<file path="config.mk">
export PLATFORM = sky130hd
export DESIGN_NAME = scan_mux_flat
export DESIGN_NICKNAME = d
export VERILOG_FILES = /design/src/rtl/scan_mux_pkg.sv /design/src/rtl/scan_mux_if.sv /design/src/rtl/scan_mux_mux_n_to_1.sv /design/src/rtl/scan_mux.sv /design/src/flat_wrapper.sv
export SDC_FILE = /design/constraint.sdc
export NUM_CORES = 1
export LEC_CHECK = 0
export CAP_MARGIN = 25
export CORE_MARGIN = 2
export CORE_UTILIZATION = 43
export CTS_BUF_LIST = sky130_fd_sc_hd__clkbuf_8
export DETAILED_ROUTE_END_ITERATION = 6
export PLACE_DENSITY = 0.82
export SLEW_MARGIN = 40
export SYNTH_ARGS = -nofsm -noshare
export SYNTH_HDL_FRONTEND = slang
export SYNTH_SLANG_ARGS = --single-unit
</file>
<file path="constraint.sdc">
create_clock -name clk -period 2.4 [get_ports clk]
set_input_delay 0.48 -clock clk [delete_from_list [all_inputs] [get_ports clk]]
set_output_delay 0.48 -clock clk [all_outputs]
set_load 0.01 [all_outputs]
</file>
<file path="src/rtl/scan_mux_pkg.sv">
// rtl/scan_mux_pkg.sv - shared types and constants for the scan_mux block
// Contents: FSM state enum, mode encodings.

package scan_mux_pkg;

    typedef enum logic [1:0] {
        ST_IDLE  = 2'd0,
        ST_DWELL = 2'd1,
        ST_EMIT  = 2'd2,
        ST_DONE  = 2'd3
    } state_t;

    localparam logic MODE_MANUAL = 1'b0;
    localparam logic MODE_SCAN   = 1'b1;

endpackage

</file>
<file path="src/rtl/scan_mux_if.sv">
// rtl/scan_mux_if.sv - output beat interface of scan_mux (valid/ready handshake)
// Signals: out_data (W), out_ch (SEL_W), sel_err, out_valid driven by master;
//          out_ready driven by slave (the consumer).

interface scan_mux_if #(
    parameter int W     = 1,
    parameter int SEL_W = 3
);
    logic [W-1:0]     out_data;
    logic [SEL_W-1:0] out_ch;
    logic             sel_err;
    logic             out_valid;
    logic             out_ready;

    modport master (
        output out_data, out_ch, sel_err, out_valid,
        input  out_ready
    );

    modport slave (
        input  out_data, out_ch, sel_err, out_valid,
        output out_ready
    );
endinterface

</file>
<file path="src/rtl/scan_mux_mux_n_to_1.sv">
// rtl/scan_mux_mux_n_to_1.sv - combinational N_CH x W selector with out-of-range flag
// Ports: data_in (N_CH*W packed, channel k at [k*W +: W]), sel (SEL_W),
//        dout (W, zero when sel is out of range), oor (sel >= N_CH).

module mux_n_to_1 #(
    parameter int N_CH  = 8,
    parameter int W     = 1,
    parameter int SEL_W = $clog2(N_CH)
) (
    input  logic [N_CH*W-1:0] data_in,
    input  logic [SEL_W-1:0]  sel,
    output logic [W-1:0]      dout,
    output logic              oor
);

    // No channel matches an out-of-range select, so dout falls back to zero.
    always_comb begin
        dout = '0;
        for (int k = 0; k < N_CH; k++) begin
            if (sel == SEL_W'(k)) begin
                dout = data_in[k*W +: W];
            end
        end
    end

    assign oor = ({1'b0, sel} >= (SEL_W+1)'(N_CH));

endmodule

</file>
<file path="src/rtl/scan_mux.sv">
// rtl/scan_mux.sv - N-channel registered mux with manual select and scan sequencer
// Ports: clk, rst (async active-high); data_in (N_CH*W), ch_en (N_CH), mode,
//        sel_in (SEL_W), start, stop; ob (scan_mux_if.master: out_data, out_ch,
//        sel_err, out_valid, out_ready); busy, frame_done.
// Optional build macro: SCAN_MUX_CONT_EN (continuous scanning ended by stop).

module scan_mux
    import scan_mux_pkg::*;
#(
    parameter int  N_CH  = 8,
    parameter int  W     = 1,
    parameter int  DWELL = 1,
    localparam int SEL_W = $clog2(N_CH)
) (
    input  logic              clk,
    input  logic              rst,
    input  logic [N_CH*W-1:0] data_in,
    input  logic [N_CH-1:0]   ch_en,
    input  logic              mode,
    input  logic [SEL_W-1:0]  sel_in,
    input  logic              start,
    input  logic              stop,
    scan_mux_if.master        ob,
    output logic              busy,
    output logic              frame_done
);

    localparam int               CNT_W    = (DWELL > 1) ? $clog2(DWELL) : 1;
    localparam logic [SEL_W-1:0] LAST_CH  = SEL_W'(N_CH - 1);
    localparam logic [CNT_W-1:0] CNT_LAST = CNT_W'(DWELL - 1);

    state_t           state, state_nxt;
    logic [SEL_W-1:0] ptr;
    logic [CNT_W-1:0] cnt;

    logic             slot_free;
    logic [SEL_W-1:0] mux_sel;
    logic [W-1:0]     mux_dout;
    logic             mux_oor;
    logic             chan_on, at_last, dwell_end, wrap;
    logic             load_manual, load_scan, ptr_clr, ptr_inc, cnt_inc;

    assign slot_free = !ob.out_valid || ob.out_ready;
    // Manual select only matters in IDLE; every other state looks at the pointer.
    assign mux_sel   = (state == ST_IDLE) ? sel_in : ptr;
    assign chan_on   = ch_en[ptr];
    assign at_last   = (ptr == LAST_CH);
    assign dwell_end = (cnt == CNT_LAST);

    mux_n_to_1 #(.N_CH(N_CH), .W(W), .SEL_W(SEL_W)) u_mux (
        .data_in (data_in),
        .sel     (mux_sel),
        .dout    (mux_dout),
        .oor     (mux_oor)
    );

`ifdef SCAN_MUX_CONT_EN
    logic stop_flag;

    // stop is sticky for the rest of the frame; a stop in the DONE cycle itself counts.
    assign wrap = !(stop_flag || stop);

    always_ff @(posedge clk or posedge rst) begin
        if (rst) begin
            stop_flag <= 1'b0;
        end else if (state == ST_IDLE) begin
            stop_flag <= 1'b0;
        end else if (stop) begin
            stop_flag <= 1'b1;
        end
    end
`else
    wire unused_stop = stop;
    assign wrap = 1'b0;
`endif

    always_ff @(posedge clk or posedge rst) begin
        if (rst) begin
            state <= ST_IDLE;
        end else begin
            state <= state_nxt;
        end
    end

    always_comb begin
        state_nxt = state;
        case (state)
            ST_IDLE:  if (mode == MODE_SCAN && start) state_nxt = ST_DWELL;
            ST_DWELL: begin
                if (!chan_on) begin
                    if (at_last) state_nxt = ST_DONE;
                end else if (dwell_end) begin
                    state_nxt = ST_EMIT;
                end
            end
            ST_EMIT:  if (slot_free) state_nxt = at_last ? ST_DONE : ST_DWELL;
            ST_DONE:  state_nxt = wrap ? ST_DWELL : ST_IDLE;
            default:  state_nxt = ST_IDLE;
        endcase
    end

    always_comb begin
        busy        = (state != ST_IDLE);
        frame_done  = (state == ST_DONE);
        load_manual = (state == ST_IDLE) && (mode == MODE_MANUAL) && slot_free;
        load_scan   = (state == ST_EMIT) && slot_free;
        ptr_clr     = ((state == ST_IDLE) && (mode == MODE_SCAN) && start) ||
                      ((state == ST_DONE) && wrap);
        // Disabled channels cost one cycle each and never touch the dwell counter.
        ptr_inc     = ((state == ST_DWELL) && !chan_on && !at_last) ||
                      (load_scan && !at_last);
        cnt_inc     = (state == ST_DWELL) && chan_on && !dwell_end;
    end

    always_ff @(posedge clk or posedge rst) begin
        if (rst) begin
            ptr          <= '0;
            cnt          <= '0;
            ob.out_data  <= '0;
            ob.out_ch    <= '0;
            ob.sel_err   <= 1'b0;
            ob.out_valid <= 1'b0;
        end else begin
            if (ptr_clr) begin
                ptr <= '0;
            end else if (ptr_inc) begin
                ptr <= ptr + 1'b1;
            end
            cnt <= cnt_inc ? cnt + 1'b1 : '0;

            if (load_manual) begin
                ob.out_data  <= mux_dout;
                ob.out_ch    <= sel_in;
                ob.sel_err   <= mux_oor;
                ob.out_valid <= 1'b1;
            end else if (load_scan) begin
                ob.out_data  <= mux_dout;
                ob.out_ch    <= ptr;
                ob.sel_err   <= 1'b0;
                ob.out_valid <= 1'b1;
            end else if (slot_free) begin
                ob.out_valid <= 1'b0;
            end
        end
    end

endmodule
</file>
<file path="src/flat_wrapper.sv">
// flat-port wrapper written by rule: the top's interface ports become plain ports
module scan_mux_flat import scan_mux_pkg::*;
#(
    parameter int  N_CH  = 8,
    parameter int  W     = 1,
    parameter int  DWELL = 1,
    localparam int SEL_W = $clog2(N_CH)
)
  (clk, rst, data_in, ch_en, mode, sel_in, start, stop, busy, frame_done, ob_out_data, ob_out_ch, ob_sel_err, ob_out_valid, ob_out_ready);
  scan_mux_if #(.W(W)) ob_i ();
  input  logic clk;
  input  logic rst;
  input  logic [N_CH*W-1:0] data_in;
  input  logic [N_CH-1:0] ch_en;
  input  logic mode;
  input  logic [SEL_W-1:0] sel_in;
  input  logic start;
  input  logic stop;
  output logic busy;
  output logic frame_done;
  output wire logic [$bits(ob_i.out_data)-1:0] ob_out_data;
  output wire logic [$bits(ob_i.out_ch)-1:0] ob_out_ch;
  output wire logic [$bits(ob_i.sel_err)-1:0] ob_sel_err;
  output wire logic [$bits(ob_i.out_valid)-1:0] ob_out_valid;
  input wire logic [$bits(ob_i.out_ready)-1:0] ob_out_ready;
  assign ob_out_data = ob_i.out_data;
  assign ob_out_ch = ob_i.out_ch;
  assign ob_sel_err = ob_i.sel_err;
  assign ob_out_valid = ob_i.out_valid;
  assign ob_i.out_ready = ob_out_ready;
  scan_mux #(.N_CH(N_CH), .W(W), .DWELL(DWELL)) u_core (.clk(clk), .rst(rst), .data_in(data_in), .ch_en(ch_en), .mode(mode), .sel_in(sel_in), .start(start), .stop(stop), .ob(ob_i), .busy(busy), .frame_done(frame_done));
endmodule
</file>
# == After elaboration in Yosys (flattened, before gate mapping) ==
# Cells that the tools add are included.
# classes
n_eq_ne,15
reduce_logical,23
n_addsub,2
muxes,30
n_bitwise,1
order_cmp,1
# op_table
op,n
$mux 1,17
$eq 3x3->1 const B,5
$mux 3,5
$mux 2,6
$logic_and 1x1->1,11
$pmux 2 s4,1
$eq 3x2->1 const B,2
$reduce_bool 2->1,3
$eq 2x2->1 const B,2
$lt 3x4->1 const B,1
$ne 2x1->1 const B,2
$reduce_and 4->1,1
$add 3x1->3 const B,1
$bmux 1 s3,1
$eq 3x1->1 const B,1
$logic_not 1->1,3
$logic_not 3->1,1
$ne 3x1->1 const B,1
$ne 3x3->1 const B,1
$reduce_bool 3->1,1
$eq 2x1->1 const B,1
$logic_not 2->1,1
$logic_or 1x1->1,2
$add 1x1->1 const B,1
$not 1->1,1
# totals
out_inout_bits,8
inputBits,25
wordCells,79
register_bits,12

# == Logic depth before layout (Yosys ltp) ==
# depth
word_depth,13
ltp_mapped,6
mapped_depth_nobuf,6

# == Cells and area by module ==
# A second synthesis with hierarchy kept.
# unflattened
hier_cells,91
hier_area_um2,912.1
# modules_own_cells
mod,area_each_um2,cells_per_inst,instances,seq_area_each_um2
scan_mux,837.1,86,1,300.3
mux_n_to_1,75.1,5,1,0.0

# == Least setup slack after synthesis ==
# OpenSTA, ideal clock, no wires.
# synth_timing
path_kind,reg2reg
from,register u_core.ptr[0]
to,register u_core.ptr[1]
setup_time_ns,0.119
arrival_time_ns,1.643
path_buffers,1
path_slack_ns,0.638
required_time_ns,2.281
synth_period_minus_slack_ns,1.762
stages_incl_launch_ff,7
cell_sequence,dfrtp_1 buf_6 mux2i_1 mux4_2 a41oi_4 mux2i_1 nor2_1
# synth_between
elab_chain_cells,7
elab_cells_between_ends,13
classes_between,1 x add/sub; 1 x eq/ne; 4 x mux; 7 x reduce/logical
# synth_lines
item,line_no,rtl
start: declaration,scan_mux.sv:33,logic [SEL_W-1:0] ptr;
start signal: assignment,scan_mux.sv:127,ptr <= ptr + 1'b1;
$bmux 1 s3,scan_mux.sv:46,assign chan_on = ch_en[ptr];
$mux 1 (not written as such),scan_mux.sv:46,
$logic_not 1->1,-,
$logic_and 1x1->1 (2 in series),scan_mux.sv:110,ptr_inc = ((state == ST_DWELL) && !chan_on && !at_last) ||
$logic_or 1x1->1,scan_mux.sv:110,
$reduce_bool 2->1 (no source line),-,
# Several ways; a longest one is shown, not always the timed one. The select of a mux whose other input is x is not followed.
# A chain may end at the register's enable or synchronous reset.

# == Worst setup path after layout ==
# layout_timing
from,register u_core.state[0]
to,output port busy
# layout_between
elab_chain_cells,1
# layout_lines
item,line_no,rtl
start: declaration,scan_mux.sv:32,"state_t state, state_nxt;"
start signal: assignment,scan_mux.sv:81,state <= state_nxt;
$reduce_bool 2->1,scan_mux.sv:103,busy = (state != ST_IDLE);
end: declaration,flat_wrapper.sv:19,output logic busy;
# Every way passes these cells.

==> results.json <==
{
  "status": "completed",
  "overflow": 0,
  "drt-initial-drc-count": 11,
  "fin_crit_sh_pct": 88.11,
  "r2r_slack_ns": 0.46,
  "synth_area_leaders": "dfrtp_1 37%, mux2i_1 16%, a41oi_4 3.7%, ha_1 3.3%, mux4_2 3.0%",
  "syn-mean-instance-area_um2": 9.894,
  "max_freq_mhz": 472.9,
  "path_max_fanout": 11,
  "use_met3_pct": 4.762,
  "cts_buffer_depth": 2,
  "power_density_mw_per_mm2": 1109,
  "final_util_pct": 65.04,
  "required_ns": 1.92,
  "clock_latency_ns": 0.24,
  "place_ws_ns": 0.1830,
  "r2r_cells": 5,
  "cts_resized": 0,
  "vdd_drop_max_v": 0.0004793,
  "leakagePower_nw": 0.5058,
  "finClkSkew_ns": 0.006598,
  "ys.warnings.count": 0,
  "synth_seq_area_share_pct": 36.61,
  "instances_no_fill": 125,
  "grt_usage_pct": 18.09,
  "synth-edff-count": 0,
  "mostFrequentLayoutCells": "30 x clkdlybuf4s50_1, 12 x mux2i_1, 11 x dfrtp_1",
  "final_layout_size_suffix_gt1_share_pct": 6.481,
  "num_rows": 15,
  "fillCellCount": 137,
  "synth_top_area_share_pct": 36.61,
  "start_util_pct": 44.52,
  "ant_nets": 0,
  "arrival_ns": 1.63,
  "grt-busiest-layer": "met2",
  "seqCellArea_um2": 275.3,
  "synth_top_cell_by_area": "dfrtp_1",
  "vias_per_cell": 5.280,
  "die_y_um": 45.82,
  "startpoint_type": "flop",
  "holdBufCountCts": 0,
  "nets": 136,
  "drv_slew": 0,
  "wirelength_um": 1667,
  "pin_count": 33,
  "port_buffers": 30,
  "reg2reg_from": "u_core.state[0]$_DFFE_PP0P_",
  "min_path_type": "flop to flop",
  "syn_inst": 76,
  "cts_setup_buffers": 0,
  "timing.rr.end": "u_core.ob.out_data$_DFFE_PP0P_",
  "cap_violations": 0,
  "use_met2_pct": 27.04,
  "synth.distinct_cells": 30,
  "placed_cells": 121,
  "antenna_found_initial": 0,
  "grt_max_degree": 12,
  "gp_congestion": 0.8031,
  "grt_pass1_vias": 611,
  "post_drt_wl_per_cell_um": 13.34,
  "endpoint_kind": "output port",
  "clkTransAtPathRegs_ns": 0.05,
  "min_period_ns": 2.115,
  "drc_errors": 0,
  "cts.root.buffer_cell": "clkbuf_8",
  "cts_buffers": 3,
  "worst-setup-path-type": "flop to output port",
  "rsz0062_at_grt": "false",
  "cts_sinks": 11,
  "synth-async-reset-ratio_pct": 100.0,
  "die_area_mm2": 0.002099,
  "multiInputGateArea_um2": 437.9,
  "grt_pass1_wl_um": 2656,
  "area_growth_pct": 46.09,
  "antennaDiodeCount": 0,
  "core-area_mm2": 0.001689,
  "final_common_cell": "clkdlybuf4s50_1",
  "synth_ff_type": "dfrtp_1",
  "hold_depth": 2,
  "ys_ff_latch": 11,
  "setup_ws_ns": 0.2854,
  "place_hpwl_um": 1317,
  "setup_tns_ns": 0,
  "whs_endpoint": "u_core.ob.out_ch[1]$_DFFE_PP0P_",
  "setup_viol_count_final": 0,
  "min_from": "u_core.ob.out_ch[1]$_DFFE_PP0P_",
  "hold_violations": 0,
  "synth.cell_area_um2": 752.0,
  "die_x_um": 45.82,
  "detail_route.first_pass.iterations": 4,
  "gr-usage-met1_pct": 24.15,
  "vias": 660,
  "htreeDepth": 1,
  "cts_tree": "built"
}
==> cell families after synthesis <==
group                    Yosys count  synth area share, %
adder cells (fa/ha/maj)            2                3.327
flip-flops                        11                36.61
buffers and inverters              8                5.656
other                              1               0.4987
AND/OR/NAND/NOR                   25                17.64
XOR/XNOR                           1                1.165
multiplexers                      13                18.97
AO/OA/AOI/OAI                     15                16.14
==> state kept, by name (all words and copies together), names as in the netlist <==
name	cells
u_core.ob.out_valid	1
u_core.cnt	1
u_core.ptr	3
u_core.ob.out_ch	3
u_core.ob.out_data	1
u_core.state	2
==> worst max-delay path by stage <==
stage,startpoint,end,slack [ns],depth (start not counted)
finish,u_core.state[0]$_DFFE_PP0P_,busy,0.29,3
global placement,ch_en[7],u_core.ptr[2]$_DFFE_PP0P_,0.20,6
floorplan,u_core.ptr[0]$_DFFE_PP0P_,u_core.ptr[1]$_DFFE_PP0P_,0.64,6
global route,u_core.state[0]$_DFFE_PP0P_,busy,0.19,3
CTS,u_core.state[0]$_DFFE_PP0P_,busy,0.29,3
detailed placement,ch_en[7],u_core.ptr[2]$_DFFE_PP0P_,0.18,6
==> final cells by class <==
| type | instances | area share (%) |
|---|---|---|
| Multi-Input combinational cell | 58 | 39.86 |
| Timing Repair Buffer | 30 | 27.33 |
| Sequential cell | 11 | 25.06 |
| Clock buffer | 3 | 3.759 |
| Tap cell | 17 | 1.936 |
| Inverter | 5 | 1.708 |
| Clock inverter | 1 | 0.3417 |
==> layer usage <==
metal	vias up	share of wire, %
met5	-	0
met4	0	1.1
met3	2	4.5
met2	19	50
met1	307	44
li1	332	-
==> synth_stat cells, types with 2 or more instances <==
cell	number
mux2i_1	12
dfrtp_1	11
nor2_1	6
a21oi_1	4
inv_1	4
nand2_1	4
nor2b_1	3
nor3b_1	3
a21o_1	2
a22oi_1	2
and2_1	2
ha_1	2
nand2b_1	2
nor3_1	2
o21ai_0	2
==> through the flow <==
step	hold WS, ns	power, mW	instance area (um2)
final	0.5119	1.219	1099
after global routing	0.5539	1.325	1099
after CTS	0.5208	1.229	1099
after detailed placement	0.5121	1.042	1054
after global placement	0.5057	1.028	1054
after floorplan	0.3324	0.8344	755.7
==> worst max-delay path, cell delays in order (launching register included) <==
cell	delay, ns
dfrtp_1	0.49
nor2_1	0.36
inv_2	0.06
clkdlybuf4s50_1	0.48
==> power by group <==
| group | leakage, nW | internal, mW | switching, mW | total (mW) |
|---|---|---|---|---|
| Sequential | 0.135 | 0.267 | 0.105 | 0.372 |
| Combinational | 0.343 | 0.373 | 0.295 | 0.668 |
| Clock | 0.0269 | 0.112 | 0.0666 | 0.179 |
No activity file was read; power rests on OpenSTA's default activity.
